$ cat src/rtl/mlp_pkg.sv
// Shared sizes and state encoding for the classifier-layer control path
// (row_sequencer, multiplier and the top-level FSM).
package mlp_pkg;
  localparam int NUM_ROWS_DEF = 10;
  localparam int ROW_W_DEF    = 4;
  localparam int DATA_W_DEF   = 16;
  localparam int TIMEOUT_DEF  = 1023;

  typedef enum logic [1:0] {
    IDLE,
    ISSUE,
    WAIT,
    FINISH
  } seq_state_e;
endpackage

$ cat src/rtl/argmax_tracker.sv
// Running signed argmax over the rows of one run; the lowest index wins ties.
module argmax_tracker
  import mlp_pkg::*;
#(
  parameter int ROW_W  = ROW_W_DEF,
  parameter int DATA_W = DATA_W_DEF
) (
  input  logic              clk,
  input  logic              rst,
  input  logic              clr,
  input  logic              load_first,
  input  logic              valid,
  input  logic [ROW_W-1:0]  idx,
  input  logic [DATA_W-1:0] value,
  output logic [ROW_W-1:0]  class_idx,
  output logic [DATA_W-1:0] max_value
);
  logic better;

  // Strict compare keeps the earlier row on equal values.
  assign better = load_first || ($signed(value) > $signed(max_value));

  always_ff @(posedge clk) begin
    if (rst || clr) begin
      class_idx <= '0;
      max_value <= '0;
    end else if (valid && better) begin
      class_idx <= idx;
      max_value <= value;
    end
  end
endmodule

$ cat src/rtl/row_sequencer.sv
// Launches the multiplier once per output row, captures each row result and
// reports the winning class index of the run.
module row_sequencer
  import mlp_pkg::*;
#(
  parameter int NUM_ROWS = NUM_ROWS_DEF,
  parameter int ROW_W    = ROW_W_DEF,
  parameter int DATA_W   = DATA_W_DEF,
  parameter int TIMEOUT  = TIMEOUT_DEF
) (
  input  logic              clk,
  input  logic              rst,
  input  logic              start,
  input  logic              abort,
  input  logic              done_row,
  input  logic [DATA_W-1:0] row_result,
  input  logic [ROW_W-1:0]  rd_row,
  output logic [ROW_W-1:0]  row_select,
  output logic              begin_mult,
  output logic              busy,
  output logic              done,
  output logic              error,
  output logic [ROW_W-1:0]  class_idx,
  output logic [DATA_W-1:0] max_value,
  output logic [DATA_W-1:0] rd_data
);
  localparam int TMR_W = $clog2(TIMEOUT + 1);

  seq_state_e        state;
  logic [ROW_W-1:0]  row_cnt;
  logic [TMR_W-1:0]  timer;
  logic [DATA_W-1:0] res [NUM_ROWS];
  logic              accept, capture, last_row;

  assign accept     = (state == IDLE) && start;
  assign capture    = (state == WAIT) && done_row && !abort;
  assign last_row   = row_cnt == ROW_W'(NUM_ROWS - 1);
  assign row_select = row_cnt;

  always_ff @(posedge clk) begin
    if (rst) begin
      state      <= IDLE;
      row_cnt    <= '0;
      timer      <= '0;
      begin_mult <= 1'b0;
      busy       <= 1'b0;
      done       <= 1'b0;
      error      <= 1'b0;
    end else begin
      begin_mult <= 1'b0;
      done       <= 1'b0;
      case (state)
        IDLE: begin
          if (start) begin
            state      <= ISSUE;
            row_cnt    <= '0;
            timer      <= '0;
            error      <= 1'b0;
            begin_mult <= 1'b1;
            busy       <= 1'b1;
          end
        end
        ISSUE: begin
          timer <= '0;
          if (abort) begin
            state <= IDLE;
            busy  <= 1'b0;
          end else begin
            state <= WAIT;
          end
        end
        WAIT: begin
          if (abort) begin
            state <= IDLE;
            busy  <= 1'b0;
          end else if (done_row) begin
            if (last_row) begin
              state <= FINISH;
              done  <= 1'b1;
            end else begin
              row_cnt    <= row_cnt + ROW_W'(1);
              state      <= ISSUE;
              begin_mult <= 1'b1;
            end
          end else if (timer == TMR_W'(TIMEOUT - 1)) begin
            // Multiplier never answered: end the run with the partial argmax.
            error <= 1'b1;
            state <= FINISH;
            done  <= 1'b1;
          end else begin
            timer <= timer + TMR_W'(1);
          end
        end
        FINISH: begin
          state <= IDLE;
          busy  <= 1'b0;
        end
        default: begin
          state <= IDLE;
          busy  <= 1'b0;
        end
      endcase
    end
  end

  // Result file survives start; only rst clears it.
  always_ff @(posedge clk) begin
    for (int i = 0; i < NUM_ROWS; i++) begin
      if (rst) res[i] <= '0;
      else if (capture && row_cnt == ROW_W'(i)) res[i] <= row_result;
    end
  end

  always_comb begin
    rd_data = '0;
    for (int i = 0; i < NUM_ROWS; i++)
      if (rd_row == ROW_W'(i)) rd_data = res[i];
  end

  argmax_tracker #(.ROW_W(ROW_W), .DATA_W(DATA_W)) u_argmax (
    .clk        (clk),
    .rst        (rst),
    .clr        (accept),
    .load_first (row_cnt == '0),
    .valid      (capture),
    .idx        (row_cnt),
    .value      (row_result),
    .class_idx  (class_idx),
    .max_value  (max_value)
  );
endmodule

$ cat config.mk
export PLATFORM = sky130hd
export DESIGN_NAME = row_sequencer
export DESIGN_NICKNAME = d
export VERILOG_FILES = /design/src/rtl/mlp_pkg.sv /design/src/rtl/argmax_tracker.sv /design/src/rtl/row_sequencer.sv
export SDC_FILE = /design/constraint.sdc
export NUM_CORES = 1
export LEC_CHECK = 0
export CELL_PAD_IN_SITES_DETAIL_PLACEMENT = 0
export CELL_PAD_IN_SITES_GLOBAL_PLACEMENT = 1
export CORE_MARGIN = 2
export CORE_UTILIZATION = 45
export DETAILED_ROUTE_END_ITERATION = 7
export DONT_BUFFER_PORTS = 1
export PLACE_DENSITY_LB_ADDON = 0.1
export REMOVE_ABC_BUFFERS = 1
export SLEW_MARGIN = 20
export SYNTH_ARGS = -nofsm -noshare
export SYNTH_HDL_FRONTEND = slang
export SYNTH_SLANG_ARGS = --single-unit
export TNS_END_PERCENT = 5
$ cat constraint.sdc
create_clock -name clk -period 2.86 [get_ports clk]
set_clock_uncertainty 0.05 [all_clocks]
set_input_delay 0.572 -clock clk [delete_from_list [all_inputs] [get_ports clk]]
set_output_delay 0.572 -clock clk [all_outputs]
set_load 0.02 [all_outputs]
**Yosys cells after proc, flatten, opt, wreduce, memory -nomap -nowiden**

Memory sizes are Yosys's and may differ from the RTL's.
Cells that the tools add are included.

- Muxes and demuxes: 85
- Bitwise gates (word level): 11
- Reduce and logical (&&, ||, !) cells: 29
- $lt $le $gt $ge: 1
- $add $sub $neg: 2
- Equality and inequality tests: 31

Operators by type and width:

| kind | number |
|---|---|
| $mux W16 | 20 |
| $mux W1 | 45 |
| $mux W10 | 4 |
| $eq A4 B3 Y1 const B | 8 |
| $pmux W10 S3 | 1 |
| $eq A4 B2 Y1 const B | 4 |
| $eq A4 B4 Y1 const B | 4 |
| $gt A16 B16 Y1 | 1 |
| $mux W4 | 4 |
| $reduce_and A5 Y1 | 3 |
| $logic_and A1 B1 Y1 | 14 |
| $mux W2 | 6 |
| $ne A2 B2 Y1 const B | 6 |
| $add A10 B1 Y10 const B | 1 |
| $eq A10 B10 Y1 const B | 1 |
| $or A1 B1 Y1 | 10 |
| $eq A4 B1 Y1 const B | 2 |
| $logic_not A4 Y1 | 2 |
| $pmux W2 S4 | 1 |
| $pmux W4 S2 | 1 |
| $add A4 B1 Y4 const B | 1 |
| $eq A2 B2 Y1 const B | 2 |
| $ne A2 B1 Y1 const B | 2 |
| $ne A4 B3 Y1 const B | 1 |
| other kinds (12) | 15 |

- Word-level logic and storage cells: 169
- Bits in registers: 40
- Memories kept: 1
- Input bits: 25
- Output and inout bits: 44
- RAM bits: 160

Memory list:

| memory | words | width | read ports | clocked after memory_dff | wr ports | RTL line | RTL |
|---|---|---|---|---|---|---|---|
| res | 10 | 16 | 10 | 0 | 10 | row_sequencer.sv:32 | `logic [DATA_W-1:0] res [NUM_ROWS];` |

**Logic depth before layout (Yosys ltp)**

Gate-level depths: netlist (run 1).

- Depth after elaboration: 11
- Mapped depth: 11
- Mapped depth without buffers: 8

**Hierarchy**

A second synthesis (run 1) with hierarchy kept.

- Cell total of the unflattened synthesis: 884
- Area total of the unflattened synthesis: 10059.6 um^2

By module, submodules not included:

| module | instances | sequential area each (um^2) | cells an instance | area an instance (um^2) |
|---|---|---|---|---|
| row_sequencer | 1 | 5205.0 | 729 | 8737.1 |
| argmax_tracker | 1 | 400.4 | 155 | 1322.5 |

**Worst setup path after synthesis (run 1)**

OpenSTA, ideal clock, no wires.

- Path kind: input to output
- From: input rd_row[2]
- To: output rd_data[13]
- Required time: 2.238 ns
- Stages on the path: 9
- Arrival time: 2.219 ns
- Path buffers: 3
- Path slack: 0.019 ns
- Cells stage by stage: buf_2 > or3b_1 > clkbuf_1 > clkbuf_1 > o22ai_1 > a21oi_1 > a31oi_1 > a21oi_1 > a21oi_1

- Cells in the longest elaborated chain, start to end: 11
- Elaborated cells between the ends (all ways): 20
- Classes of those cells: 9 x eq/ne; 10 x mux; 1 x reduce/logical

Ends and longest elaborated chain:

| what | RTL line | RTL |
|---|---|---|
| start: declaration | row_sequencer.sv:17 | `input logic [ROW_W-1:0] rd_row,` |
| $logic_not A4 Y1 | row_sequencer.sv:117 | `if (rd_row == ROW_W'(i)) rd_data = res[i];` |
| $mux W16 (9 in series) | row_sequencer.sv:117 |  |
| $mux W16 (*) | row_sequencer.sv:117 |  |
| end: declaration | row_sequencer.sv:25 | `output logic [DATA_W-1:0] rd_data` |

Mark *: on every way between the ends. The rest lies on a longest branch, timed or not.

**Worst setup path after layout (run 1)**

- From: register u_argmax.max_value[15]
- To: register u_argmax.max_value[4]

- Cells in the longest elaborated chain, start to end: 3

Ends and longest elaborated chain:

| what | RTL line | RTL |
|---|---|---|
| start: declaration | argmax_tracker.sv:16 | `output logic [DATA_W-1:0] max_value` |
| start signal: assignment | argmax_tracker.sv:29 | `max_value <= value;` |
| $gt A16 B16 Y1 | argmax_tracker.sv:21 | `assign better = load_first \|\| ($signed(value) > $signed(max_value));` |
| $logic_or A1 B1 Y1 | argmax_tracker.sv:21 |  |
| $logic_and A1 B1 Y1 | argmax_tracker.sv:27 | `end else if (valid && better) begin` |

Every way passes these cells.
A chain may end at the register's enable or synchronous reset.

==> results.md, run 1 <==
* Status: completed
* Setup WS post-layout at 0.196 ns
* Fin util at 0.509
* Ys flop type: edfxtp_1
* Die width at 151 um
* Routed WL at 23400 um
* Antenna violations before repair at 0
* Pin count of the biggest net entering global routing at 43
* I/O pin cnt at 69
* Post-synthesis sequential area ratio at 0.574
* Layout fillers at 1868
* Post-route cell area at 10800 um2
* Critical-path cell list: inv_1, ha_1, nand4_2, nor4_2, o21ai_1, a21o_1, a31oi_2, buf_12, mux2i_1
* RSZ-0062 raised after global routing: false
* PD cells at 562 nW/um2
* Leak at 4.11 nW
* Post-Layout Cell Count at 1175
* WL per Instance at 19.9 um
* Antenna violation net count after detailed routing at 0
* Most common cell in the netlist: edfxtp_1
* Hpwl dp at 16400 um
* Ant. Diodes at 0
* Max-Cap Viols at 0
* CP Capture Type: register
* Netlist Area Pre-Place at 9760 um2
* Die height at 151 um
* Peak VDD IR at 0.000384 V
* Rows at 53
* Number of flops mapped to enable cells by yosys at 160
* Worst path slowest cell: nor4_2
* Commonest cells in the netlist: edfxtp_1 (160), and2_1 (153), nand2_1 (79), nor2_1 (60), a21oi_1 (53)
* Slew headroom at 0.377
* Global placer's final weighted congestion at 0.831
* Yosys Warn Count at 0
* Setup WS pre-CTS at 0.0377 ns
* Via count at 6439
* Vias in the first global route at 6588
* Worst hold slack at 0.150 ns
* Clk_lat worst skew at 0.43 ns
* Syn Inst Count at 884
* Max Slew Vio Count at 0
* Die area at 22900 um2
* Hold buffer count at CTS at 0
* Synth top area share at 0.492
* Clock root buffer: clkbuf_16
* Startpoint Class: register
* Type of the most critical hold path: in2reg
* Asr flop ratio synth at 0
* DR pass1 iterations at 7
* Core ar. at 21200 um2
* Top cells by area, synth: edfxtp_1 (49%), and2_1 (9.8%), dfxtp_1 (8.2%)
* Gr usage total at 0.213
* I/O Buffers at 0
* Area growth syn-to-layout at 10.3%
* CTS tree: built
* # Post-CTS Setup Buffers at 0
* Final hold vios at 0
* Post-Place Cells at 1143
* Worst Path Arrival at 2.97 ns
* Count of cell types in the netlist at 59
* GRT overflow at 0
* CTS Buf Count at 17
* Max incr delay on CP at 0.48 ns
* #FFs+latches synth at 200
* Clock Tree Buf Depth at 2
* CTS Sinks at 200
* First-pass GRT wire length at 36200 um
* Initial DRC count at 382
* Final #Nets at 939
* Crit-path max FO at 18
* Post-route clock period utilization at 0.932
* Tmin final at 2.66 ns
* CTS H-tree depth at 4
* DRC at 0
* Cts repair resizes at 0
* Worst-margin pin slew at 0.931 ns
* Total power at 6.06 mW
* Max Clk Rate at 375 MHz
* Setup-failing EPs final at 0
* Multi-input logic area at 3780 um2
* Post-DP Area at 10200 um2
* Via density at 5.48
* CP required at 3.17 ns
* Yosys top cell by area: edfxtp_1
* CP Class: reg2reg
* Post-route setup TNS at 0 ns
* Share of cells above drive strength 1 at 0.104
* Seq. cell area at 5610 um2
* Starting Density at 0.461
* Clk pin slew, worst setup/hold paths at 0.07 ns
* Syn Area/Cell at 11.0 um2
-- worst paths after layout --
| check | start | to | slack, ns | cells past startpoint |
|---|---|---|---|---|
| max | u_argmax.max_value[15] | u_argmax.max_value[4] | 0.20 | 9 |
| min | rst | begin_mult | 0.15 | 1 |
| max reg2reg | u_argmax.max_value[15] | u_argmax.max_value[4] | 0.20 | 9 |
| min reg2reg | timer[7] | timer[7] | 0.49 | 2 |
-- worst max-delay path: cells and delay by family, from the launching register on --
family	cells	cell delay [ns]
flip-flops	1	0.33
buffers and inverters	2	0.26
AO/OA/AOI/OAI	3	0.78
AND/OR/NAND/NOR	2	0.64
multiplexers	1	0.20
adder cells (fa/ha/maj)	1	0.34
-- per-layer routing --
layer	wire length, um	vias up	track usage	share of wire
li1	-	3114	-	-
met1	9640	3189	0.254	0.41
met2	12600	113	0.391	0.54
met3	763	23	0.0370	0.033
met4	445	0	0.0631	0.019
met5	0	-	0	0
-- placed cells by master (no fill, tap or decap), types with 3 or more instances in the layout --
cell       count
edfxtp_1     160
and2_1       153
nand2_1       79
nor2_1        55
a21oi_1       52
mux2i_1       48
buf_4         43
dfxtp_1       40
inv_1         28
ha_1          27
o21ai_0       23
clkbuf_16     19
o22ai_1       18
nor3_1        15
a31oi_1       12
nand3_1       11
nand4_1        9
xor2_1         9
nand2b_1       8
o21bai_1       8
a21o_1         7
nor3b_1        6
a31o_2         5
nor2_2         5
clkbuf_1       5
nor4_1         3
or3_1          3
-- flip-flops by register name, indices dropped and copies added (netlist names) --
name,cells
state,2
busy,1
res,160
u_argmax.max_value,16
timer,10
u_argmax.class_idx,4
done,1
error,1
row_select,4
begin_mult,1
-- final cells by class --
| cell class | instances | share of cell area |
|---|---|---|
| Clock buffer | 26 | 0.0484 |
| Multi-Input combinational cell | 595 | 0.351 |
| Timing Repair Buffer | 44 | 0.0318 |
| Inverter | 29 | 0.0101 |
| Tap cell | 275 | 0.0320 |
| Sequential cell | 200 | 0.521 |
| Clock inverter | 6 | 0.00581 |
-- cells by family after synthesis --
| logic type | synth area share |
|---|---|
| AOI/OAI and AO/OA | 0.0887 |
| xor gates and xnor gates | 0.00987 |
| adders and majority gates | 0.0346 |
| buffers and inverters | 0.0406 |
| DFF | 0.574 |
| muxes | 0.0515 |
| and+or+nand+nor | 0.200 |
-- report_power, final --
group	internal, mW	switching, mW	leakage (nW)
Sequential	3.21	0.0381	1.97
Clock	1.35	1.05	0.278
Combinational	0.142	0.256	1.86
Total	4.71	1.35	4.11
No activity file was read; power rests on OpenSTA's default activity.
==> inputs of run 2 (changes only) <==
--- a/config.mk
+++ b/config.mk
@@ -8,11 +8,12 @@
 export CELL_PAD_IN_SITES_DETAIL_PLACEMENT = 0
 export CELL_PAD_IN_SITES_GLOBAL_PLACEMENT = 1
 export CORE_MARGIN = 2
-export CORE_UTILIZATION = 45
+export CORE_UTILIZATION = 39
 export DETAILED_ROUTE_END_ITERATION = 7
 export DONT_BUFFER_PORTS = 1
 export PLACE_DENSITY_LB_ADDON = 0.1
 export REMOVE_ABC_BUFFERS = 1
+export SETUP_SLACK_MARGIN = 0.4
 export SLEW_MARGIN = 20
 export SYNTH_ARGS = -nofsm -noshare
 export SYNTH_HDL_FRONTEND = slang
==> results.md, run 2 (synthesis results as in run 1) <==
* Reg-to-reg startpoint: u_argmax.max_value[15]
* Worst path slowest cell: or3b_4
* Hpwl dp at 17300 um (+5.9%)
* Max Slew Vio Count at 0 (unchanged)
* Clk_lat worst skew at 0.43 ns (about the same)
* Clk pin slew, worst setup/hold paths at 0.08 ns (about the same)
* Post-DP Area at 10300 um2 (+1.7%)
* Crit-path max FO at 19 (+1)
* Clock network fraction of design power at 0.389 (-0.008)
* Comb pwr share at 0.073 (+0.007)
* CTS Sinks at 200 (unchanged)
* GRT overflow at 0 (unchanged)
* Final hold vios at 0 (unchanged)
* Peak VDD IR at 0.000298 V (-22%)
* PD cells at 543 nW/um2 (-3.5%)
* CP required at 2.24 ns (-0.93 ns)
* Post-route cell area at 11100 um2 (+3.4%)
* DR pass1 iterations at 4 (-3)
* Total power at 6.04 mW (-0.24%)
* CP Capture Type: output port
* Slew headroom at 0.596 (+0.219)
* Area growth syn-to-layout at 14.1%
* Max reg flops at 160 (unchanged)
* Post-route setup TNS at 0 ns (unchanged)
* Via density at 5.23 (-4.5%)
* Initial DRC count at 328 (-14%)
* Gr usage total at 0.194 (-0.0192)
* RR Endpoint: u_argmax.max_value[14]
* I/O pin cnt at 69 (unchanged)
* Flop-to-flop setup slack at 0.43 ns (+0.23 ns)
* Clock root buffer: clkbuf_16
* RSZ-0062 raised after global routing: true
* Hold path startpoint: rst
* Max Clk Rate at 379 MHz (+1.1%)
* Sw frac at 0.248 (+0.0257)
* Starting Density at 0.399 (-0.0624)
* Die height at 162 um (+7.2%)
* Pin count of the biggest net entering global routing at 43 (unchanged)
* Hold buffer count at CTS at 0 (unchanged)
* Most flops, register: res
* Internal cell power at 4.54 mW (-3.5%)
* Antenna violation net count after detailed routing at 0 (unchanged)
* CTS Buf Count at 17 (unchanged)
* Hold path depth at 1 (unchanged)
* Die width at 162 um (+7.2%)
* Commonest non-fill, non-tap cell in the layout: edfxtp_1
* Sequential power share at 0.538 (about the same)
* DRC at 0 (unchanged)
* Hold EP: error
* Startpoint Class: input pin
* Routed WL at 24900 um (+6.5%)
* Status: completed
* Type of the most critical hold path: in2reg
* Antenna violations before repair at 0 (unchanged)
* Worst Path Arrival at 2.01 ns (-0.96 ns)
* Max incr delay on CP at 0.42 ns (-0.06 ns)
* Vias in the first global route at 6779 (+2.9%)
* CP Class: in2out
* Max-Cap Viols at 0 (unchanged)
* Via count at 6487 (+0.75%)
* Core ar. at 24500 um2 (+16%)
* Most common cell on crit path: a21oi_1
* Critical path's top delay family: compound AO/OA/AOI/OAI gates
* Rows at 57 (+7.5%)
* Worst path buffer plus inverter count at 2 (unchanged)
* Worst reg2reg path depth at 9 (unchanged)
* Fin util at 0.455 (-0.0540)
* Leak at 4.23 nW (+2.8%)
* Largest regs: res (160), u_argmax.max_value (16), timer (10)
* Share of cells above drive strength 1 at 0.149 (+0.0442)
* CTS H-tree depth at 4 (unchanged)
* # Post-CTS Setup Buffers at 0 (unchanged)
* Die area at 26300 um2 (+15%)
* First-pass GRT wire length at 38200 um (+5.5%)
* Most frequent cells in the layout: edfxtp_1 (160), and2_1 (153), nand2_1 (78), nor2_1 (58), buf_4 (55)
* Final #Nets at 954 (+1.6%)
* Layout fillers at 2253 (+21%)
* Setup-failing EPs final at 0 (unchanged)
* I/O Buffers at 0 (unchanged)
* Post-route clock period utilization at 0.922 (-0.00997)
* Clock Tree Buf Depth at 2 (unchanged)
* Global placer's final weighted congestion at 0.771 (-7.2%)
* Tmin final at 2.64 ns (-0.0285 ns)
* Critical-path cell list: or3b_4, buf_12, o22ai_4, a21oi_2, a31oi_2, a21oi_1, a21oi_1, buf_4
* Switching power total at 1.50 mW (+11%)
* WL per Instance at 20.1 um (+0.90%)
* Worst-margin pin slew at 0.605 ns (-0.326 ns)
* CTS tree: built
-- run 2: cell type report --
cell class,count,area (um2),share of cell area
inverter,29,109,0.00978
clock buffer,17,425,0.0382
tap,324,405,0.0364
antenna,1,2.50,0.000225
sequential,200,5610,0.503
multi-input combinational,595,3940,0.354
timing repair buffer,59,498,0.0447
clock inverter,15,150,0.0135
-- run 2: stage by stage --
stage | setup slack (ns) | hold slack, ns | instances
2_1_floorplan | -0.569 | 0.429 | 824
3_3_place_gp | 0.133 | 0.445 | 1206
3_5_place_dp | 0.101 | 0.465 | 1206
4_1_cts | 0.191 | 0.136 | 1238
5_1_grt | 0.188 | 0.132 | 1239
6_report | 0.224 | 0.149 | 1240
-- run 2: layer usage --
layer  vias to the layer above  track usage  wire length [um]
li1                       3144            -                 -
met1                      3207        0.232             10500
met2                       108        0.354             13300
met3                        28       0.0296               656
met4                         0       0.0660               472
met5                         -            0                 0
-- run 2: worst max-delay path by stage --
stage	depth (start not counted)	to	startpoint
final	8	rd_data[6]	rd_row[2]
after detailed placement	8	rd_data[13]	rd_row[3]
after floorplan	7	u_argmax.class_idx[0]	row_result[15]
after global placement	8	rd_data[6]	rd_row[3]
after CTS	8	rd_data[7]	rd_row[3]
after global routing	8	rd_data[5]	rd_row[2]
-- run 2: repair_timing --
item,CTS,global route
cloned,0,1
endpoints found under the setup margin,16,34
endpoints found under the hold margin,0,0
pin swaps,3,18
resized for setup,6,31
-- run 2: power by group through the flow --
stage	combinational, mW	clock, mW	sequential, mW
2_1_floorplan	0.268	0	3.31
3_3_place_gp	0.413	0	3.31
3_5_place_dp	0.419	0	3.31
4_1_cts	0.423	2.39	3.25
5_1_grt	0.482	2.50	3.26
6_report	0.440	2.35	3.25
